===== src/rtl/sort_frame_scheduler_pkg.sv =====
// Shared types for the sort frame scheduler.
// NETWORK_WIDTH / INDEX_WIDTH are the widths shared with the bitonic sort network.
// The frame typedefs describe a frame at the default network size.
package sort_frame_scheduler_pkg;

   localparam int NETWORK_WIDTH = 16;
   localparam int INDEX_WIDTH   = 4;
   localparam int DEFAULT_SIZE  = 8;

   typedef logic [NETWORK_WIDTH-1:0] sample_t;
   typedef logic [INDEX_WIDTH-1:0]   index_t;

   typedef sample_t [DEFAULT_SIZE-1:0] frame_data_t;
   typedef index_t  [DEFAULT_SIZE-1:0] frame_index_t;

   typedef enum logic [1:0] {
      ST_FILL  = 2'd0,
      ST_CLEAR = 2'd1,
      ST_WAIT  = 2'd2,
      ST_DRAIN = 2'd3
   } state_t;

endpackage


===== src/rtl/sort_frame_scheduler_if.sv =====
// Sample-in / sorted-pair-out stream bundle of the sort frame scheduler.
//   in_valid/in_ready/in_data           : serial sample stream into the scheduler
//   out_valid/out_ready/out_data/
//   out_index/out_last                  : sorted (value, arrival index) stream out
// master = scheduler side, slave = surrounding logic (front end + decision logic).
interface sort_frame_scheduler_if;
   import sort_frame_scheduler_pkg::*;

   logic    in_valid;
   logic    in_ready;
   sample_t in_data;
   logic    out_valid;
   logic    out_ready;
   sample_t out_data;
   index_t  out_index;
   logic    out_last;

   modport master (
      input  in_valid, in_data, out_ready,
      output in_ready, out_valid, out_data, out_index, out_last
   );

   modport slave (
      output in_valid, in_data, out_ready,
      input  in_ready, out_valid, out_data, out_index, out_last
   );

endinterface


===== src/rtl/sort_frame_buffer.sv =====
// SIZE-entry capture register for one frame. Each write lands in the slot
// selected by the fill counter and records that counter as the arrival tag.
// Ports:
//   clk, reset  : clock, synchronous active-low reset (clears counter and slots)
//   wr_en       : accept wr_data into the next slot
//   wr_data     : sample to store
//   slots, tags : frame contents and their arrival indices
//   last_slot   : this write fills slot SIZE-1 (counter wraps to 0)
module sort_frame_buffer
   import sort_frame_scheduler_pkg::*;
#(
   parameter int SIZE = 8
)(
   input  logic                clk,
   input  logic                reset,
   input  logic                wr_en,
   input  sample_t             wr_data,
   output sample_t [SIZE-1:0]  slots,
   output index_t  [SIZE-1:0]  tags,
   output logic                last_slot
);

   localparam int CNT_W = $clog2(SIZE);

   logic [CNT_W-1:0] fill_count;

   assign last_slot = wr_en && (fill_count == CNT_W'(SIZE - 1));

   always_ff @(posedge clk) begin
      if (!reset) begin
         fill_count <= '0;
         slots      <= '0;
         tags       <= '0;
      end else if (wr_en) begin
         slots[fill_count] <= wr_data;
         tags[fill_count]  <= index_t'(fill_count);
         // SIZE is a power of two, so the counter wraps to 0 after the last slot.
         fill_count        <= fill_count + 1'b1;
      end
   end

endmodule


===== src/rtl/sort_frame_scheduler.sv =====
// Sequences an external registered bitonic sort network over a sample stream:
// gathers SIZE samples with arrival tags, clears the network, launches it,
// waits for its sticky done (bounded by TIMEOUT) and drains the OUT_COUNT
// largest (value, index) pairs, largest first.
// Ports:
//   clk, reset        : clock, synchronous active-low reset
//   bus               : sample input and sorted-pair output streams
//   busy              : high in any state other than FILL
//   err_timeout       : one-cycle pulse when a sort is abandoned
//   sorter_reset      : active-high network reset (reset asserted or CLEAR)
//   sorter_ready      : network launch level, held for the whole WAIT
//   sorter_data/index : frame and tags presented to the network
//   sorter_data_out/
//   sorter_index_out  : network result, ascending
//   sorter_done       : network done, sticky until its reset
module sort_frame_scheduler
   import sort_frame_scheduler_pkg::*;
#(
   parameter int SIZE      = 8,
   parameter int OUT_COUNT = 4,
   parameter int TIMEOUT   = 255
)(
   input  logic                          clk,
   input  logic                          reset,
   sort_frame_scheduler_if.master        bus,
   output logic                          busy,
   output logic                          err_timeout,
   output logic                          sorter_reset,
   output logic                          sorter_ready,
   output logic [SIZE*NETWORK_WIDTH-1:0] sorter_data,
   output logic [SIZE*INDEX_WIDTH-1:0]   sorter_index,
   input  logic [SIZE*NETWORK_WIDTH-1:0] sorter_data_out,
   input  logic [SIZE*INDEX_WIDTH-1:0]   sorter_index_out,
   input  logic                          sorter_done
);

   localparam int CNT_W  = $clog2(SIZE);
   localparam int TCNT_W = $clog2(TIMEOUT + 1);

   if (SIZE < 2 || (SIZE & (SIZE - 1)) != 0) begin : g_size_chk
      $error("SIZE must be a power of two >= 2");
   end
   if (OUT_COUNT < 1 || OUT_COUNT > SIZE) begin : g_out_chk
      $error("OUT_COUNT must be in 1..SIZE");
   end
   if (INDEX_WIDTH < CNT_W) begin : g_idx_chk
      $error("INDEX_WIDTH must be at least log2(SIZE)");
   end

   state_t              state;
   logic                in_ready_r;
   logic                out_valid_r;
   logic [CNT_W-1:0]    drain_count;
   logic [CNT_W-1:0]    drain_pos;
   logic [TCNT_W-1:0]   tcnt;
   logic [TCNT_W-1:0]   tcnt_inc;
   sample_t [SIZE-1:0]  res_data;
   index_t  [SIZE-1:0]  res_index;
   sample_t [SIZE-1:0]  slots;
   index_t  [SIZE-1:0]  tags;
   logic                accept;
   logic                last_slot;
   logic                last_pair;
   logic                drain_hs;

   // in_ready_r is only ever high in FILL, so it doubles as the state qualifier.
   assign accept   = bus.in_valid & in_ready_r;
   assign drain_hs = out_valid_r & bus.out_ready;

   sort_frame_buffer #(
      .SIZE (SIZE)
   ) u_buffer (
      .clk       (clk),
      .reset     (reset),
      .wr_en     (accept),
      .wr_data   (bus.in_data),
      .slots     (slots),
      .tags      (tags),
      .last_slot (last_slot)
   );

   assign sorter_data  = slots;
   assign sorter_index = tags;
   assign sorter_reset = ~reset | (state == ST_CLEAR);

   // Ascending network: pair k comes from result position SIZE-1-k.
   assign drain_pos     = CNT_W'(SIZE - 1) - drain_count;
   assign last_pair     = (drain_count == CNT_W'(OUT_COUNT - 1));
   assign bus.in_ready  = in_ready_r;
   assign bus.out_valid = out_valid_r;
   assign bus.out_data  = res_data[drain_pos];
   assign bus.out_index = res_index[drain_pos];
   assign bus.out_last  = out_valid_r & last_pair;

   // Saturating so the counter can never wrap even if the compare is missed.
   assign tcnt_inc = (tcnt == TCNT_W'(TIMEOUT)) ? tcnt : tcnt + 1'b1;

   always_ff @(posedge clk) begin
      if (!reset) begin
         state        <= ST_FILL;
         in_ready_r   <= 1'b0;
         out_valid_r  <= 1'b0;
         busy         <= 1'b0;
         err_timeout  <= 1'b0;
         sorter_ready <= 1'b0;
         drain_count  <= '0;
         tcnt         <= '0;
         res_data     <= '0;
         res_index    <= '0;
      end else begin
         err_timeout <= 1'b0;
         case (state)
            ST_FILL: begin
               in_ready_r <= 1'b1;
               if (accept && last_slot) begin
                  state      <= ST_CLEAR;
                  in_ready_r <= 1'b0;
                  busy       <= 1'b1;
               end
            end
            // One cycle of sorter_reset drops the network's sticky done
            // and latched ready from the previous frame.
            ST_CLEAR: begin
               state        <= ST_WAIT;
               sorter_ready <= 1'b1;
               tcnt         <= '0;
            end
            // Done is checked first so it wins over a same-cycle expiry.
            ST_WAIT: begin
               if (sorter_done) begin
                  res_data     <= sorter_data_out;
                  res_index    <= sorter_index_out;
                  tcnt         <= '0;
                  state        <= ST_DRAIN;
                  sorter_ready <= 1'b0;
                  out_valid_r  <= 1'b1;
                  drain_count  <= '0;
               end else if (tcnt_inc == TCNT_W'(TIMEOUT)) begin
                  err_timeout  <= 1'b1;
                  tcnt         <= '0;
                  state        <= ST_FILL;
                  sorter_ready <= 1'b0;
                  busy         <= 1'b0;
                  in_ready_r   <= 1'b1;
               end else begin
                  tcnt <= tcnt_inc;
               end
            end
            ST_DRAIN: begin
               if (drain_hs) begin
                  if (last_pair) begin
                     out_valid_r <= 1'b0;
                     drain_count <= '0;
                     state       <= ST_FILL;
                     busy        <= 1'b0;
                     in_ready_r  <= 1'b1;
                  end else begin
                     drain_count <= drain_count + 1'b1;
                  end
               end
            end
            default: state <= ST_FILL;
         endcase
      end
   end

endmodule


===== src/flat_wrapper.sv =====
// flat-port wrapper written by rule: the top's interface ports become plain ports
module sort_frame_scheduler_flat import sort_frame_scheduler_pkg::*;
#(
   parameter int SIZE      = 8,
   parameter int OUT_COUNT = 4,
   parameter int TIMEOUT   = 255
)
  (clk, reset, busy, err_timeout, sorter_reset, sorter_ready, sorter_data, sorter_index, sorter_data_out, sorter_index_out, sorter_done, bus_in_valid, bus_in_data, bus_out_ready, bus_in_ready, bus_out_valid, bus_out_data, bus_out_index, bus_out_last);
  sort_frame_scheduler_if bus_i ();
  input  logic clk;
  input  logic reset;
  output logic busy;
  output logic err_timeout;
  output logic sorter_reset;
  output logic sorter_ready;
  output logic [SIZE*NETWORK_WIDTH-1:0] sorter_data;
  output logic [SIZE*INDEX_WIDTH-1:0] sorter_index;
  input  logic [SIZE*NETWORK_WIDTH-1:0] sorter_data_out;
  input  logic [SIZE*INDEX_WIDTH-1:0] sorter_index_out;
  input  logic sorter_done;
  input wire logic [$bits(bus_i.in_valid)-1:0] bus_in_valid;
  input wire logic [$bits(bus_i.in_data)-1:0] bus_in_data;
  input wire logic [$bits(bus_i.out_ready)-1:0] bus_out_ready;
  output wire logic [$bits(bus_i.in_ready)-1:0] bus_in_ready;
  output wire logic [$bits(bus_i.out_valid)-1:0] bus_out_valid;
  output wire logic [$bits(bus_i.out_data)-1:0] bus_out_data;
  output wire logic [$bits(bus_i.out_index)-1:0] bus_out_index;
  output wire logic [$bits(bus_i.out_last)-1:0] bus_out_last;
  assign bus_i.in_valid = bus_in_valid;
  assign bus_i.in_data = bus_in_data;
  assign bus_i.out_ready = bus_out_ready;
  assign bus_in_ready = bus_i.in_ready;
  assign bus_out_valid = bus_i.out_valid;
  assign bus_out_data = bus_i.out_data;
  assign bus_out_index = bus_i.out_index;
  assign bus_out_last = bus_i.out_last;
  sort_frame_scheduler #(.SIZE(SIZE), .OUT_COUNT(OUT_COUNT), .TIMEOUT(TIMEOUT)) u_core (.clk(clk), .reset(reset), .bus(bus_i), .busy(busy), .err_timeout(err_timeout), .sorter_reset(sorter_reset), .sorter_ready(sorter_ready), .sorter_data(sorter_data), .sorter_index(sorter_index), .sorter_data_out(sorter_data_out), .sorter_index_out(sorter_index_out), .sorter_done(sorter_done));
endmodule

===== config.mk =====
export PLATFORM = sky130hd
export DESIGN_NAME = sort_frame_scheduler_flat
export DESIGN_NICKNAME = d
export VERILOG_FILES = /design/src/rtl/sort_frame_scheduler_pkg.sv /design/src/rtl/sort_frame_scheduler_if.sv /design/src/rtl/sort_frame_buffer.sv /design/src/rtl/sort_frame_scheduler.sv /design/src/flat_wrapper.sv
export SDC_FILE = /design/constraint.sdc
export NUM_CORES = 1
export LEC_CHECK = 0
export CORE_UTILIZATION = 44
export DETAILED_ROUTE_END_ITERATION = 8
export PLACE_DENSITY = 0.77
export SETUP_SLACK_MARGIN = 0.1
export SYNTH_ARGS = -nofsm -noshare
export SYNTH_HDL_FRONTEND = slang
export SYNTH_HIERARCHICAL = 1
export SYNTH_SLANG_ARGS = --single-unit

===== constraint.sdc =====
create_clock -name clk -period 2.08 [get_ports clk]
set_clock_uncertainty 0.15 [all_clocks]
set_input_delay 0.208 -clock clk [delete_from_list [all_inputs] [get_ports clk]]
set_output_delay 0.208 -clock clk [all_outputs]
set_load 0.005 [all_outputs]

==> metrics.txt <==
status=finished with violations; failing checks=setup timing; Pleak=7.76 nW; NumNets Final=2003; total global routing overflow=0; post-synthesis sequential area ratio=0.486; Root Driver=clkbuf_16; vias in the first global route=~11000; CTS tree=built; part of the cycle the worst path needs=1.20; CTS Buffer Depth=3; IO buf count=approximately 360; Die X=179 um; initial antenna violation count=1; core area=30600 sq um; Max VDD drop=approximately 420 uV; Avg Cell Area, Syn=9.56 sq um; number of synthesis warnings=6; max-slew violation count=0; Post-synth top cells=nand2_1 (482), dfxtp_1 (333), a21boi_0 (170), mux2i_1 (133), clkbuf_1 (65); worst-path fanout max=6; post-synth top area cell=dfxtp_1; Worst EP arrival=2150 ps; DRT Pass-1 Iters=5; total design power=approximately 14 mW; FF-to-FF End=u_core/state[1]; Post-Syn Area=around 14000 sq um; via-per-instance ratio=around 5.2; worst r2r src=u_core/drain_count[0]; fin crit period=2500 ps; I/O pin total=368; fmax=approximately 400 MHz; Synth Instances=around 1400; worst r2r path cells=9; post-route antenna net violation count=0; Synth-to-Final Area Change=44.8%; first-pass GRT wire length=~60000 um; DRC=0; Final Cell Area=roughly 20000 sq um; worst setup path category=flip-flop to primary output; Post-synth EDFFs=0; clock sink count=between 300 and 400; # diodes=0; Final Hold Violating Endpoints=0; Synth area leaders=dfxtp_1 (49%), nand2_1 (13%), mux2i_1 (9.7%), a21boi_0 (9.3%), mux4_2 (6.6%); endpoint of the worst hold-timing path=u_core/res_index[2]; clk slew on worst S/H paths=~60 ps; layout cells sized above 1=0.150; MaxCap Viol Count=0; HP Class=input pin to flip-flop; min-delay src=sorter_index_out[2]; internal reg-to-reg setup slack=roughly 20 ps; WP data required=1720 ps; Placer Congestion=a little under 0.9; Starting Density=0.448; hold path depth=3; pwr dens=about 700 nW/um^2; Synth top area share=0.486; asr flop ratio synth=0; DIE HEIGHT=roughly 180 um; Post-DP Area=around 18000 sq um; Die ar.=~32000 sq um; dpl hpwl=between 20000 and 30000 um; largest net degree at the start of global routing=roughly 120; CTS Buf Count=36; final setup margin=-424 ps; Via Count=11600; final wirelength=approximately 39000 um; count of different cell masters after synthesis=55; total track usage=0.240; H-Tree Level Count=2; RSZ-0062 raised after global routing=true; Yosys reg bits=333; crit start category=flip-flop; Rows=between 60 and 70; top-count cell post-synth=nand2_1; Iter 0 DRT Violations=between 700 and 800; Clk Latency, worst-skew pair=roughly 500 ps; Top FF cell, synth=dfxtp_1; CP Capture Type=primary output; WL per Instance=17.4 um; setup violators final=20
## registers in the layout (all words and copies together) (netlist names)
name / count
u_core/res_data: 128
u_core/u_buffer/slots: 128
u_core/res_index: 32
u_core/u_buffer/tags: 24
u_core/tcnt: 8
u_core/drain_count: 3
u_core/u_buffer/fill_count: 3
u_core/state: 2
u_core/bus.in_ready: 1
u_core/bus.out_valid: 1
u_core/busy: 1
u_core/err_timeout: 1
u_core/sorter_ready: 1
## critical path, cell delays in order (launching register included)
cell,delay [ps]
dfxtp_4,440
buf_12,140
buf_6,90
mux4_2,540
mux2_4,310
buf_6,120
## report_power, final
part | internal (mW) | leakage (nW) | switching [mW]
registers | 6.43 | 2.69 | 0.0376
logic | 0.554 | 4.48 | 0.370
clock network | 4.01 | 0.595 | 2.53
## how the worst max path moves through the flow
| stage | startpoint | to | slack [ps] | cells after the start |
|---|---|---|---|---|
| after global placement | u_core/drain_count[0] | bus_out_data[0] | -190 | 4 |
| after detailed placement | u_core/drain_count[0] | bus_out_data[0] | -190 | 4 |
| final | u_core/drain_count[0] | bus_out_data[0] | -420 | 5 |
| after floorplan | u_core/drain_count[0] | bus_out_data[10] | 70 | 4 |
| after global routing | u_core/drain_count[0] | bus_out_data[0] | -460 | 5 |
| after CTS | u_core/drain_count[0] | bus_out_data[7] | -510 | 6 |
## repair_timing
| item | in CTS | in global routing |
|---|---|---|
| gates cloned | 3 | 0 |
| gates resized for setup | 176 | 28 |
| hold buffers | 1 | 0 |
| setup endpoints to repair | 30 | 54 |
| buffers inserted | 23 | 5 |
| endpoints found under the hold margin | 23 | 0 |
| pin swaps | 9 | 14 |
## cells by family (layout without fill, tap and decap cells)
| kind of cell | count (synthesis) | in the layout | share of synthesized area |
|---|---|---|---|
| compound gates | 213 | 213 | 0.114 |
| xor+xnor | 1 | 1 | 0.000639 |
| fa+ha+maj | 8 | 8 | 0.00730 |
| buf+inv | 128 | 525 | 0.0434 |
| flops | 333 | 333 | 0.486 |
| mux | 193 | 193 | 0.179 |
| other cells | 1 | 8 | 0.000273 |
| simple gates | 558 | 558 | 0.169 |
## routing by layer
| metal | up-vias | GRT usage | routed length (um) | part of all wire |
|---|---|---|---|---|
| met3 | 61 | 0.0420 | 2920 | 0.075 |
| met2 | 476 | 0.416 | 18600 | 0.48 |
| met1 | 5460 | 0.305 | 16500 | 0.42 |
| li1 | 5560 | - | - | - |
| met4 | 2 | 0.0696 | 892 | 0.023 |
| met5 | - | 0 | 15 | 0.00038 |
## metrics by stage
stage,hold WS (ps),instances,TNS (ps),worst slack [ps],utilization
CTS,89.6,2232,-8560,-512,0.646
finish,110,2235,-7420,-424,0.649
detailed placement,298,2143,-4320,-190,0.588
global route,109,2235,-8680,-463,0.649
global placement,286,2143,-3520,-190,0.588
floorplan,203,1442,0,65.7,-
## cell usage in the layout (no fill, tap or decap), types with 11 or more instances in the layout
cell type,n
nand2_1,480
clkdlybuf4s50_1,336
dfxtp_1,322
a21boi_0,165
mux2i_1,133
buf_4,51
mux4_2,40
clkbuf_16,37
buf_6,32
buf_12,22
mux2_4,20
and3_1,12
inv_1,11
## area by class of cell
class | instances | area [sq um]
Clock buffer | 51 | 1050
Sequential cell | 333 | 6690
Inverter | 12 | 45.0
Timing Repair Buffer | 450 | 4670
Tap cell | 396 | 495
Clock inverter | 12 | 169
Fill cell | 2360 | 10700
Multi-Input combinational cell | 981 | 6730
(Power assumes the default switching activity.)
==> edit (same flow settings) <==
Set the package constant `NETWORK_WIDTH` to 18 (it was 16).
--- a/src/rtl/sort_frame_scheduler_pkg.sv
+++ b/src/rtl/sort_frame_scheduler_pkg.sv
@@ -4,5 +4,5 @@
 package sort_frame_scheduler_pkg;
 
-   localparam int NETWORK_WIDTH = 16;
+   localparam int NETWORK_WIDTH = 18;
    localparam int INDEX_WIDTH   = 4;
    localparam int DEFAULT_SIZE  = 8;
Interface: changed (resized bus_in_data, bus_out_data, sorter_data and sorter_data_out); port bits go from 368 to 404. No check against the original RTL was run, so the function may have changed too.
==> edit against the unedited design <==
  * The flow still finishes with violations (negative setup slack)
  * Global-route usage is 1.8 points higher
  * Cell count is 10% higher
  * Synthesized cell count is 9.1% higher
  * Final area is 10% higher
  * Sequential cell count increased by 32
  * Area after synthesis rose by 8.9%
  * Worst setup slack worse by 34 ps
  * Wire length grew 22%
  * Clock power rose by 8.1%
  * Fmax down 1.3%
  * Power grew 9.0%
  * Critical endpoint is now bus_out_index[1]
  * Highest routed layer is now met4
==> edit: results <==
INSERT INTO impl_metrics (metric_group, metric, value, unit) VALUES
('sta', 'timing.setup.tns', '-9200', 'ps'),
('power_and_ir_drop', 'power.ir.vdd_worst', '0.000530', 'V'),
('layout', 'layout_cells_sized_above_1', '14.2', '%'),
('yosys', 'synth_sequential_area_ratio', '48.9', '%'),
('power_and_ir_drop', 'power_report.internal_total', '11.9', 'mW'),
('global_route', 'use_met3', '5.49', '%'),
('sta', 'post_layout_worst_setup_margin', '-458', 'ps'),
('global_route', 'grt_start_max_net_pins', '64', ''),
('sta', 'setup_violations', '26', ''),
('placed_design', 'finalWeightedCongestion', '0.937', ''),
('yosys', 'synth_adder_area_share', '0.670', '%'),
('placed_design', 'place_worst_setup_slack', '-155', 'ps'),
('global_route', 'met2_usage_in_global_routing', '43.4', '%'),
('global_route', 'first_pass_grt_wire_length', '68800', 'um'),
('placed_design', 'port_buffers', '395', ''),
('drt', 'detail_route.iter0.violations', '676', ''),
('global_route', 'gr-usage-met1', '30.6', '%'),
('status', 'violations', 'negative setup slack', ''),
('drt', 'met2_length', '23200', 'um'),
('status', 'outcome', 'complete, but fails checks', '');
## edit: metrics by stage
stage / utilization, % / cells / instance area (um^2) / hold WS [ps]
global placement: 58.7 / 2349 / 19600 / 293
detailed placement: 58.7 / 2349 / 19600 / 298
floorplan: - / 1573 / 15000 / 203
CTS: 64.4 / 2448 / 21500 / 68.9
finish: 65.3 / 2469 / 21800 / 83.7
global route: 65.3 / 2467 / 21800 / 86.9
## edit: worst paths after layout
check / to / slack (ps) / depth (start not counted)
min: u_core/res_data[106] / 80 / 3
max reg2reg: u_core/state[1] / -240 / 11
max: bus_out_index[1] / -460 / 6
min reg2reg: u_core/u_buffer/tags[25] / 300 / 2
## edit: final cells by class
| cell class | instances | area [um^2] |
|---|---|---|
| antenna | 12 | 30.0 |
| clock buffer | 55 | 1120 |
| clock inverter | 11 | 173 |
| fill | 2572 | 11600 |
| inverter | 12 | 45.0 |
| multi-input combinational | 1069 | 7280 |
| sequential | 365 | 7330 |
| tap | 448 | 561 |
| timing repair buffer | 497 | 5300 |
